$ cat config.mk
export PLATFORM = sky130hd
export DESIGN_NAME = sw_outarb
export DESIGN_NICKNAME = d
export VERILOG_FILES = /design/src/rtl/sw_pkg.sv /design/src/rtl/sw_rrpick.sv /design/src/rtl/sw_outarb.sv
export SDC_FILE = /design/constraint.sdc
export NUM_CORES = 1
export LEC_CHECK = 0
export CAP_MARGIN = 20
export CORE_UTILIZATION = 42
export DETAILED_ROUTE_END_ITERATION = 10
export PLACE_DENSITY = 0.94
export RECOVER_POWER = 25
export REMOVE_ABC_BUFFERS = 1
export SLEW_MARGIN = 25
export SYNTH_ARGS = -nofsm -noshare
export SYNTH_HDL_FRONTEND = slang
export SYNTH_SLANG_ARGS = --single-unit
$ cat constraint.sdc
create_clock -name clk -period 3.05 [get_ports clk]
set_input_delay 0.4575 -clock clk [delete_from_list [all_inputs] [get_ports clk]]
set_output_delay 0.4575 -clock clk [all_outputs]
set_load 0.02 [all_outputs]
$ cat src/rtl/sw_pkg.sv
// Shared switch definitions: flit type encoding, arbiter states and flit helpers.
package sw_pkg;

  localparam int NPORT  = 4;
  localparam int FLIT_W = 10;

  localparam logic [1:0] FT_EMPTY = 2'b00;
  localparam logic [1:0] FT_HEAD  = 2'b10;
  localparam logic [1:0] FT_BODY  = 2'b01;
  localparam logic [1:0] FT_TAIL  = 2'b11;

  typedef enum logic {ARB_IDLE, ARB_XFER} arb_state_e;

  function automatic logic [1:0] flit_type(input logic [FLIT_W-1:0] f);
    return f[FLIT_W-1 -: 2];
  endfunction

endpackage

$ cat src/rtl/sw_rrpick.sv
// Combinational 4-way round-robin picker: first set req bit at or after ptr, wrapping.
module sw_rrpick
  import sw_pkg::*;
(
  input  logic [3:0] req,
  input  logic [1:0] ptr,
  output logic [1:0] pick,
  output logic       any
);

  logic [1:0] idx;

  always_comb begin
    pick = '0;
    idx  = '0;
    any  = |req;
    // Walk farthest offset first so the closest requester to ptr overwrites last.
    for (int i = 3; i >= 0; i--) begin
      idx = ptr + 2'(i);
      if (req[idx]) pick = idx;
    end
  end

endmodule

$ cat src/rtl/sw_outarb.sv
// Per-output-port packet arbiter: owns one input for a whole packet, forwards its
// flits through a registered output and rotates priority between packets.
module sw_outarb
  import sw_pkg::*;
#(
  parameter int NPORT  = 4,
  parameter int FLITW  = FLIT_W,
  parameter int MAXLEN = 16,
  parameter int MYPORT = 0
) (
  input  logic                   clk,
  input  logic                   rst,
  input  logic [NPORT-1:0]       req,
  input  logic [NPORT*FLITW-1:0] flit_i,
  output logic [NPORT-1:0]       ack,
  output logic [NPORT-1:0]       gnt,
  output logic [1:0]             sel,
  output logic [FLITW-1:0]       o,
  output logic                   busy,
  output logic                   abort
);

  localparam int CNTW = $clog2(MAXLEN) + 1;

  arb_state_e             state_q, state_d;
  logic [NPORT-1:0]       gnt_q, gnt_d;
  logic [1:0]             sel_q, sel_d;
  logic [1:0]             ptr_q, ptr_d;
  logic [CNTW-1:0]        cnt_q, cnt_d;
  logic [FLITW-1:0]       o_q, o_d;
  logic                   abort_q, abort_d;
  logic [NPORT-1:0]       ack_c;

  logic [NPORT-1:0][FLITW-1:0] flits;
  logic [FLITW-1:0]       cur_flit;
  logic [1:0]             cur_ft;
  logic                   cur_vld, cur_tail, expire;
  logic [1:0]             pick;
  logic                   any;

  assign flits    = flit_i;
  assign cur_flit = flits[sel_q];
  assign cur_ft   = flit_type(cur_flit);
  assign cur_vld  = (cur_ft != FT_EMPTY);
  assign cur_tail = (cur_ft == FT_TAIL);
  assign expire   = (cnt_q == CNTW'(MAXLEN - 1));

  sw_rrpick u_pick (
    .req  (req),
    .ptr  (ptr_q),
    .pick (pick),
    .any  (any)
  );

  always_comb begin
    state_d = state_q;
    gnt_d   = gnt_q;
    sel_d   = sel_q;
    ptr_d   = ptr_q;
    cnt_d   = cnt_q;
    o_d     = '0;
    abort_d = 1'b0;
    ack_c   = '0;
    unique case (state_q)
      ARB_IDLE: begin
        if (any) begin
          gnt_d        = '0;
          gnt_d[pick]  = 1'b1;
          sel_d        = pick;
          cnt_d        = '0;
          state_d      = ARB_XFER;
        end
      end
      ARB_XFER: begin
        cnt_d = cnt_q + 1'b1;
        // A trailer on the expiry cycle still closes the packet cleanly.
        if (cur_tail) begin
          ack_c   = gnt_q;
          o_d     = cur_flit;
          state_d = ARB_IDLE;
          gnt_d   = '0;
          ptr_d   = sel_q + 2'd1;
        end else if (expire) begin
          abort_d = 1'b1;
          state_d = ARB_IDLE;
          gnt_d   = '0;
          ptr_d   = sel_q + 2'd1;
        end else if (cur_vld) begin
          ack_c   = gnt_q;
          o_d     = cur_flit;
        end
      end
      default: state_d = ARB_IDLE;
    endcase
  end

  always_ff @(posedge clk or posedge rst) begin
    if (rst) begin
      state_q <= ARB_IDLE;
      gnt_q   <= '0;
      sel_q   <= '0;
      ptr_q   <= '0;
      cnt_q   <= '0;
      o_q     <= '0;
      abort_q <= 1'b0;
    end else begin
      state_q <= state_d;
      gnt_q   <= gnt_d;
      sel_q   <= sel_d;
      ptr_q   <= ptr_d;
      cnt_q   <= cnt_d;
      o_q     <= o_d;
      abort_q <= abort_d;
    end
  end

  assign ack   = ack_c;
  assign gnt   = gnt_q;
  assign sel   = sel_q;
  assign o     = o_q;
  assign busy  = (state_q == ARB_XFER);
  assign abort = abort_q;

  a_gnt_onehot: assert property (@(posedge clk) disable iff (rst) $onehot0(gnt_q))
    else $error("sw_outarb[%0d]: gnt not one-hot", MYPORT);
  a_ack_owner: assert property (@(posedge clk) disable iff (rst) (ack_c & ~gnt_q) == '0)
    else $error("sw_outarb[%0d]: ack from non-owner", MYPORT);

endmodule

# ---- After elaboration in Yosys (flattened, before gate mapping)
# Index checks and enable logic that the tools add are counted.
dict set report op_classes {
  addsub 5
  magnitude_cmp 7
  eq_ne 4
  n_mux 39
  n_bitwise 1
  reduce_logical 7
}
# op n
set ops {}
lappend ops {{10-bit 2-to-1 mux} 5}
lappend ops {{4-bit 2-to-1 mux} 7}
lappend ops {{10-bit binary-select mux with 2-bit select} 1}
lappend ops {{2-bit by 3-bit less-than comparator with 1-bit output (second input constant)} 6}
lappend ops {{2-bit 2-to-1 mux} 6}
lappend ops {{1-bit 2-to-1 mux} 11}
lappend ops {{5-bit case mux with 2 select lines} 1}
lappend ops {{1-bit binary-select mux with 2-bit select} 4}
lappend ops {{4-bit case mux with 2 select lines} 1}
lappend ops {{2-bit AND reduction} 3}
lappend ops {{5-bit by 1-bit adder with 5-bit output (second input constant)} 1}
lappend ops {{5-bit by 4-bit == test with 1-bit output (second input constant)} 1}
lappend ops {{5-bit 2-to-1 mux} 1}
lappend ops {{2-bit by 1-bit adder with 2-bit output (second input constant)} 2}
lappend ops {{2-bit adder (second input constant)} 2}
lappend ops {{2-bit nonzero test} 2}
lappend ops {{4-bit OR reduction} 1}
lappend ops {{3-bit by 1-bit != test with 1-bit output (second input constant)} 1}
lappend ops {{1-bit demux with 2-bit select} 1}
lappend ops {{2-bit == test (second input constant)} 1}
lappend ops {{2-bit by 1-bit greater-or-equal comparator with 1-bit output (second input constant)} 1}
lappend ops {{2-bit != test (second input constant)} 1}
lappend ops {{1-bit case mux with 2 select lines} 1}
lappend ops {{1-bit logical AND} 1}
lappend ops {{1-bit inverter} 1}
dict set report word_totals {
  ff_bits 25
  inputBits 46
  output_inout_bits 22
  elab_cells 70
}

# ---- Logic depth before layout (Yosys ltp)
# Gate-level depths: netlist of run 1.
dict set report logic_depth {
  depth_word 13
  depth_mapped 7
}

# ---- Cells and area by module
# Synthesis of run 1 repeated with hierarchy kept, for this count alone.
dict set report unflattened {
  hier_cells 127
  area_unflattened_um2 1368.8
}
# mod n_inst cells_per_inst area_each_um2 seq_area_each_um2
set modules_own_cells {}
lappend modules_own_cells {sw_outarb 1 114 1291.2 625.6}
lappend modules_own_cells {sw_rrpick 1 13 77.6 0.0}

# ---- Worst setup path after synthesis of run 1
# No wires, ideal clock.
dict set report synth_path {
  path_type {register -> output}
  startpoint {register sel_q[0], in the netlist sel[0]}
  endpoint {output ack[0]}
  t_arrival_ns 1.815
  path_slack_ns 0.777
  path_stages_with_launch 5
  cell_sequence {dfrtp_1 mux4_2 maj3_2 buf_6 and3_1}
}
dict set report synth_between {
  elab_chain_len 7
}
# element line
set synth_lines {}
lappend synth_lines {{from (decl)} sw_outarb.sv:27} ;# logic [1:0] sel_q, sel_d;
lappend synth_lines {{from (signal assigned)} sw_outarb.sv:109} ;# sel_q <= sel_d;
lappend synth_lines {{10-bit binary-select mux with 2-bit select *} sw_outarb.sv:42} ;# assign cur_flit = flits[sel_q];
lappend synth_lines {{10-bit 2-to-1 mux (implied by the code) *} sw_outarb.sv:42}
lappend synth_lines {{2-bit nonzero test} sw_outarb.sv:44} ;# assign cur_vld = (cur_ft != FT_EMPTY);
lappend synth_lines {{4-bit 2-to-1 mux} sw_outarb.sv:88} ;# end else if (cur_vld) begin
lappend synth_lines {{4-bit 2-to-1 mux} sw_outarb.sv:83} ;# end else if (expire) begin
lappend synth_lines {{4-bit 2-to-1 mux *} sw_outarb.sv:77} ;# if (cur_tail) begin
lappend synth_lines {{4-bit 2-to-1 mux *} sw_outarb.sv:64} ;# unique case (state_q)
lappend synth_lines {{to (decl)} sw_outarb.sv:15} ;# output logic [NPORT-1:0] ack,
# Every way passes the cells marked *; elsewhere a longest branch is shown, timed or not. The select of a mux whose other input is x is not followed.

# ---- Final worst setup path of run 1
dict set report layout_path {
  startpoint {register cnt_q[0]}
  endpoint {output ack[1]}
}
dict set report layout_between {
  elab_chain_len 4
}
# element line
set layout_lines {}
lappend layout_lines {{from (decl)} sw_outarb.sv:29} ;# logic [CNTW-1:0] cnt_q, cnt_d;
lappend layout_lines {{from (signal assigned)} sw_outarb.sv:111} ;# cnt_q <= cnt_d;
lappend layout_lines {{5-bit by 4-bit == test with 1-bit output} sw_outarb.sv:46} ;# assign expire = (cnt_q == CNTW'(MAXLEN - 1));
lappend layout_lines {{4-bit 2-to-1 mux} sw_outarb.sv:83}
lappend layout_lines {{4-bit 2-to-1 mux} sw_outarb.sv:77}
lappend layout_lines {{4-bit 2-to-1 mux} sw_outarb.sv:64}
# No other way between the ends.

==> results of run 1 <==
## critical path, stage by stage (launching register included)
cell	delay [ns]
dfrtp_1	0.44
ha_1	0.23
and3_1	0.19
ha_1	0.20
inv_1	0.17
maj3_2	0.27
and3_1	0.19
dlygate4sd2_1	0.34
## report_power, final
group | internal, mW | total, mW | switching (mW)
Sequential | 0.472 | 0.595 | 0.124
Clock | 0.0492 | 0.149 | 0.100
Combinational | 0.536 | 1.07 | 0.534
Total | 1.06 | 1.81 | 0.758
## cells by family after synthesis
family,count (synthesis),share of synthesized area
and+or+nand+nor,39,0.150
DFF,25,0.469
AOI/OAI and AO/OA,20,0.102
muxes,14,0.200
buffers and inverters,11,0.0375
adders and majority gates,3,0.0272
xor gates and xnor gates,2,0.0131
## per-layer routing
metal | up-vias | track usage | wire, microns
met1 | 603 | 0.280 | 1470
met3 | 20 | 0.0571 | 156
met5 | - | 0 | 0
met2 | 65 | 0.534 | 2440
li1 | 556 | - | -
met4 | 0 | 0.143 | 164
## flip-flops by register name (all words and copies together) (netlist names)
signal and cells:
abort 1, busy 1, cnt_q 5, gnt 4, o 10, ptr_q 2
sel 2
## layout by cell type, fill, tap and decap left out, types with 2 or more instances in the layout
master            n
mux2i_1           3
nand4_1           2
o22ai_1           2
inv_1             3
o21bai_1          2
dfrtp_1          25
ha_1              2
clkdlybuf4s50_1  62
o21a_1            2
xor2_1            2
dlymetal6s2s_1    2
mux4_2           10
o21ai_1           4
nor2_1            2
buf_4             4
nand2_1          15
nor2b_1           4
o21ai_0           4
clkbuf_4          3
and3_1           14
dlygate4sd2_1     2
o32ai_1           2
## stage by stage
| stage | utilization | hold WS, ns | instance area [sq um] | power [mW] |
|---|---|---|---|---|
| after floorplan | - | 0.438 | 1300 | 1.19 |
| final | 0.689 | 0.496 | 2090 | 1.81 |
| after CTS | 0.688 | 0.500 | 2080 | 1.82 |
| after detailed placement | 0.679 | 0.482 | 2060 | 1.67 |
| after global routing | 0.689 | 0.529 | 2090 | 1.92 |
| after global placement | 0.679 | 0.452 | 2060 | 1.62 |
## cell type report
class	count	area, sq um	area share
repair buffers	71	703	0.337
multi-input cells	78	657	0.315
flip-flops and latches	25	626	0.300
well taps	44	55.1	0.0264
clock buffers	3	22.5	0.0108
inverters	5	18.8	0.00899
clock inverters	1	5.00	0.00240
## how the worst max path moves through the flow
stage / end / cells past startpoint
2_1_floorplan: ack[0] / 3
3_3_place_gp: ack[1] / 5
3_5_place_dp: ack[0] / 5
4_1_cts: ack[3] / 7
5_1_grt: ack[1] / 7
6_report: ack[1] / 7
==> tab_implementation.tex, run 1 <==
\begin{tabular}{lr}
\hline
Metric & Value \\
\hline
\multicolumn{2}{l}{\textbf{Global routing}} \\
\quad Overall Global Routing Usage & 0.278 \\
\quad Overall overflow remaining after global route & 0 \\
\quad Wire length of the first global-routing pass & 6660 microns \\
\quad Pin count of the biggest net entering global routing & 26 \\
\quad Number of global-route vias before repair & 1327 \\
\quad Number of antenna violations at the first check in global routing & 0 \\
\multicolumn{2}{l}{\textbf{Logic synthesis}} \\
\quad Count of flip-flops with a built-in enable after synthesis & 0 \\
\quad Mean instance size in the synthesized netlist & 11.7 sq um \\
\quad Most frequent cells after synthesis & dfrtp\_1 (25), nand2\_1 (15), and3\_1 (14) \\
\quad Synth Register Bits & 25 \\
\quad Count of different cell masters after synthesis & 29 \\
\quad Most instantiated library cell after synthesis & dfrtp\_1 \\
\quad Seq/Total Area, Yosys & 0.469 \\
\quad Cell area after synthesis & 1330 sq um \\
\quad Library cell with the largest summed area after synthesis & dfrtp\_1 \\
\quad Proportion of netlist area held by the largest area contributor & 0.469 \\
\quad Number of standard cells after synthesis & 114 \\
\quad Most area-consuming cells after synthesis & dfrtp\_1 (47\%), mux4\_2 (17\%), and3\_1 (6.6\%) \\
\quad Post-synth ARST share & 1.00 \\
\quad Yosys warnings & 0 \\
\quad Most used flip-flop cell after synthesis & dfrtp\_1 \\
\multicolumn{2}{l}{\textbf{Timing}} \\
\quad Highest clock frequency the design can meet & 355 MHz \\
\quad Final setup slack of the worst path & 0.236 ns \\
\quad Clock period minus final worst setup slack & 2.81 ns \\
\quad Number of max-slew violations in the final report & 0 \\
\quad Crit share post-route & 0.923 \\
\quad Worst-case headroom to the max-slew limit & 0.423 \\
\quad Setup Skew & 0.00463 ns \\
\quad Sum Neg Setup Slack & 0 ns \\
\quad RSZ-0062 raised after global routing & no \\
\quad Final setup fails & 0 \\
\quad Final Hold Viols & 0 \\
\quad Actual transition at the worst max-transition pin & 0.860 ns \\
\multicolumn{2}{l}{\textbf{Clock network}} \\
\quad CTS resizes & 2 \\
\quad Buffer count from post-CTS setup fixing & 0 \\
\quad Clock tree from TritonCTS & done \\
\quad Insertion delay to the later sink of the worst-skew pair & 0.32 ns \\
\quad Total clock sinks & 25 \\
\quad Clock slew seen by the registers of the worst setup and hold paths & 0.14 ns \\
\quad Buffers from clock root to sink, at most & 2 \\
\quad Cts-stage hold buffer count & 0 \\
\quad Clock buffer count from CTS & 3 \\
\quad H-tree level count & 1 \\
\quad Buffer type at the clock tree root & clkbuf\_4 \\
\multicolumn{2}{l}{\textbf{Min path}} \\
\quad Startpoint of the lowest-slack hold path & cnt\_q[3]\$\_DFFE\_PP0P\_ \\
\quad Endpoint, Worst Hold & cnt\_q[3]\$\_DFFE\_PP0P\_ \\
\quad Instance count along the most critical hold path & 1 \\
\quad Min-Delay Path Class & register to register \\
\multicolumn{2}{l}{\textbf{Drt}} \\
\quad Final Routed Wirelength & 4240 microns \\
\quad First-iteration detailed-routing DRC count & 60 \\
\quad Wire length per cell after detailed routing & 18.7 microns \\
\quad Remaining antenna violation count after routing & 0 \\
\quad Ratio of routed vias to standard cells & 5.48 \\
\quad Vias & 1244 \\
\quad TritonRoute pass-1 iters & 4 \\
\quad Drt drc & 0 \\
\multicolumn{2}{l}{\textbf{Power and ir drop}} \\
\quad Power per cell area & 869 nW/um\^{}2 \\
\quad Peak supply drop & 392 uV \\
\quad Leakage & 0.938 nW \\
\multicolumn{2}{l}{\textbf{Placement}} \\
\quad Half-perimeter wire length after placement & 3420 microns \\
\quad Count of buffers from port buffering & 67 \\
\quad \# placed instances & 223 \\
\quad Weighted congestion reported at the end of routability-driven placement & 0.774 \\
\quad Worst slack at placement & 0.0682 ns \\
\multicolumn{2}{l}{\textbf{Run}} \\
\quad Number of maximum-capacitance constraint violations & 0 \\
\multicolumn{2}{l}{\textbf{Critical path}} \\
\quad Worst Setup Start Kind & register \\
\quad Endpoint class of the critical path & primary output \\
\quad Worst EP arrival & 2.36 ns \\
\quad Required time of the worst setup path & 2.59 ns \\
\quad Depth of the worst register-to-register path & 7 \\
\quad Beginning of the critical path & cnt\_q[0]\$\_DFFE\_PP0P\_ \\
\quad Critical register-to-register path endpoint & o[5]\$\_DFF\_PP0\_ \\
\quad Crit Reg-Reg Startpoint & cnt\_q[0]\$\_DFFE\_PP0P\_ \\
\quad Register-to-Register Setup Slack & 1.12 ns \\
\quad Crit Path Category & register to primary output \\
\quad Max FO, Critical Path & 5 \\
\multicolumn{2}{l}{\textbf{Finish}} \\
\quad Net count, final & 232 \\
\quad Filler instances & 222 \\
\quad ANT cells & 0 \\
\quad Count of non-filler cells in the finished layout & 227 \\
\quad Fraction of final layout cells sized beyond drive strength 1 & 0.120 \\
\quad Synth-to-layout area growth & 56.6\% \\
\multicolumn{2}{l}{\textbf{Die}} \\
\quad Die extent in y & 58.3 microns \\
\quad Horiz. Die Dim & 58.3 microns \\
\quad Area of the core & 3030 sq um \\
\quad Initial core utilization & 0.440 \\
\quad Number of core rows & 20 \\
\quad Area of the die & 3400 sq um \\
\quad Number of top-level pins & 68 \\
\multicolumn{2}{l}{\textbf{Outcome}} \\
\quad Result of the run & completed \\
\hline
\end{tabular}
No activity file was read; power rests on OpenSTA's default activity.
==> inputs of run 2 (changes only) <==
Clock period 3.05 ns to 3.5 ns, I/O delays scaled along.
==> tab_implementation.tex, run 2 (same netlist as run 1, synthesis figures left out) <==
\begin{tabular}{lr}
\hline
Metric & Value \\
\hline
\multicolumn{2}{l}{\textbf{Timing}} \\
\quad Clock period minus final worst setup slack & 3.20 ns \\
\quad Sum Neg Setup Slack & 0 ns (unchanged) \\
\quad Minimum hold slack & 0.485 ns (-0.0113 ns) \\
\quad Highest clock frequency the design can meet & 313 MHz \\
\quad Actual transition at the worst max-transition pin & 0.917 ns (+0.0572 ns) \\
\quad Final Hold Viols & 0 (unchanged) \\
\quad Number of max-slew violations in the final report & 0 (unchanged) \\
\quad Final setup fails & 0 (unchanged) \\
\quad Crit share post-route & 0.913 \\
\quad RSZ-0062 raised after global routing & no \\
\quad Worst-case headroom to the max-slew limit & 0.385 (-0.0383) \\
\quad Setup Skew & 0.00798 ns (+0.00335 ns) \\
\multicolumn{2}{l}{\textbf{Critical path}} \\
\quad Crit Path Category & register to primary output \\
\quad Depth of the worst register-to-register path & 6 (-1) \\
\quad Register-to-Register Setup Slack & 1.61 ns (+0.49 ns) \\
\quad Max FO, Critical Path & 12 (+7) \\
\quad Critical register-to-register path endpoint & ptr\_q[1]\$\_DFFE\_PP0P\_ \\
\quad Worst Setup Start Kind & register \\
\quad Required time of the worst setup path & 2.97 ns (+0.38 ns) \\
\quad Worst EP arrival & 2.67 ns (+0.31 ns) \\
\quad Crit Reg-Reg Startpoint & cnt\_q[0]\$\_DFFE\_PP0P\_ \\
\quad Endpoint class of the critical path & primary output \\
\multicolumn{2}{l}{\textbf{Clock network}} \\
\quad H-tree level count & 1 (unchanged) \\
\quad Clock slew seen by the registers of the worst setup and hold paths & 0.14 ns (about the same) \\
\quad CTS resizes & 0 (-2) \\
\quad Clock buffer count from CTS & 3 (unchanged) \\
\quad Insertion delay to the later sink of the worst-skew pair & 0.32 ns (about the same) \\
\quad Clock tree from TritonCTS & done \\
\quad Cts-stage hold buffer count & 0 (unchanged) \\
\quad Total clock sinks & 25 (unchanged) \\
\quad Buffer type at the clock tree root & clkbuf\_4 \\
\quad Buffers from clock root to sink, at most & 2 (unchanged) \\
\quad Buffer count from post-CTS setup fixing & 0 (unchanged) \\
\multicolumn{2}{l}{\textbf{Drt}} \\
\quad Vias & 1176 (-5.5\%) \\
\quad Remaining antenna violation count after routing & 0 (unchanged) \\
\quad TritonRoute pass-1 iters & 4 (unchanged) \\
\quad Final Routed Wirelength & 3840 microns (-9.3\%) \\
\quad First-iteration detailed-routing DRC count & 18 (-70\%) \\
\quad Wire length per cell after detailed routing & 17.1 microns (-8.5\%) \\
\quad Ratio of routed vias to standard cells & 5.23 (-4.6\%) \\
\quad Drt drc & 0 (unchanged) \\
\multicolumn{2}{l}{\textbf{Global routing}} \\
\quad Overall Global Routing Usage & 0.253 (-0.0242) \\
\quad Number of antenna violations at the first check in global routing & 0 (unchanged) \\
\quad Number of global-route vias before repair & 1264 (-4.7\%) \\
\quad Pin count of the biggest net entering global routing & 26 (unchanged) \\
\quad Wire length of the first global-routing pass & 6110 microns (-8.3\%) \\
\quad Overall overflow remaining after global route & 0 (unchanged) \\
\multicolumn{2}{l}{\textbf{Placement}} \\
\quad Half-perimeter wire length after placement & 3240 microns (-5.3\%) \\
\quad Post-DP Area & 2040 sq um (-0.73\%) \\
\quad Count of buffers from port buffering & 67 (unchanged) \\
\quad \# placed instances & 221 (-0.90\%) \\
\quad Weighted congestion reported at the end of routability-driven placement & 0.763 (-1.4\%) \\
\multicolumn{2}{l}{\textbf{Min path}} \\
\quad Min-Delay Path Class & register to register \\
\quad Startpoint of the lowest-slack hold path & cnt\_q[3]\$\_DFFE\_PP0P\_ \\
\quad Instance count along the most critical hold path & 1 (unchanged) \\
\quad Endpoint, Worst Hold & cnt\_q[3]\$\_DFFE\_PP0P\_ \\
\multicolumn{2}{l}{\textbf{Die}} \\
\quad Die extent in y & 58.3 microns (unchanged) \\
\quad Area of the die & 3400 sq um (unchanged) \\
\quad Initial core utilization & 0.440 (unchanged) \\
\quad Number of core rows & 20 (unchanged) \\
\quad Area of the core & 3030 sq um (unchanged) \\
\quad Horiz. Die Dim & 58.3 microns (unchanged) \\
\quad Number of top-level pins & 68 (unchanged) \\
\multicolumn{2}{l}{\textbf{Finish}} \\
\quad Fraction of final layout cells sized beyond drive strength 1 & 0.110 (-0.00972) \\
\quad Count of non-filler cells in the finished layout & 225 (-0.88\%) \\
\quad Net count, final & 230 (-0.86\%) \\
\quad ANT cells & 0 (unchanged) \\
\quad Most frequent standard cell in the layout excluding fill and tap cells & clkdlybuf4s50\_1 \\
\quad Synth-to-layout area growth & 55.5\% \\
\quad Number of flip-flops under the largest register name & 10 (unchanged) \\
\quad Most frequent cells in the layout & clkdlybuf4s50\_1 (66), dfrtp\_1 (25), nand2\_1 (15) \\
\quad Finished layout cell area & 2070 sq um (-0.72\%) \\
\quad Filler instances & 222 (unchanged) \\
\multicolumn{2}{l}{\textbf{Power and ir drop}} \\
\quad Total Power & 1.55 mW (-15\%) \\
\quad Peak supply drop & 358 uV (-8.6\%) \\
\quad Power per cell area & 749 nW/um\^{}2 (-14\%) \\
\quad Leakage & 0.883 nW (-6.0\%) \\
\multicolumn{2}{l}{\textbf{Run}} \\
\quad Number of maximum-capacitance constraint violations & 0 (unchanged) \\
\multicolumn{2}{l}{\textbf{Outcome}} \\
\quad Result of the run & completed \\
\hline
\end{tabular}
run 2: critical path, stage by stage, from the launching register on:
cell and delay (ns):
dfrtp_1 0.44, ha_1 0.23, and3_1 0.19, ha_1 0.20, inv_1 0.15, maj3_2 0.33, and3_1 0.21, clkdlybuf4s50_1 0.61
run 2: how the worst max path moves through the flow:
stage                                    start      to  slack (ns)  cells past startpoint
after detailed placement            flit_i[38]  ack[1]        0.34                      5
after floorplan             sel[0]$_DFFE_PP0P_  ack[0]        0.90                      3
final                     cnt_q[0]$_DFFE_PP0P_  ack[1]        0.30                      7
after CTS                 cnt_q[0]$_DFFE_PP0P_  ack[1]        0.31                      7
after global placement              flit_i[38]  ack[1]        0.40                      5
after global routing      cnt_q[0]$_DFFE_PP0P_  ack[1]        0.14                      7
run 2: area by class of cell:
class	instances	area (sq um)	share of cell area
timing repair buffer	69	686	0.331
clock inverter	1	7.51	0.00362
inverter	5	18.8	0.00906
multi-input combinational	78	657	0.317
clock buffer	3	22.5	0.0109
tap	44	55.1	0.0266
sequential	25	626	0.302
run 2: per-stage QoR:
| stage | utilization | setup WS [ns] |
|---|---|---|
| detailed placement | 0.674 | 0.338 |
| finish | 0.684 | 0.303 |
| floorplan | - | 0.900 |
| global placement | 0.674 | 0.398 |
| CTS | 0.684 | 0.306 |
| global route | 0.684 | 0.140 |
run 2: report_power, final:
group | internal (mW) | switching [mW] | total (mW)
clock | 0.0437 | 0.0850 | 0.129
combinational | 0.459 | 0.445 | 0.904
sequential | 0.411 | 0.107 | 0.518
run 2: per-layer routing:
metal | wire [microns] | vias to the layer above | GRT usage
met3 | 110 | 12 | 0.0549
met2 | 2250 | 30 | 0.486
met1 | 1380 | 582 | 0.270
met4 | 105 | 0 | 0.0952
li1 | - | 552 | -
met5 | 0 | - | 0
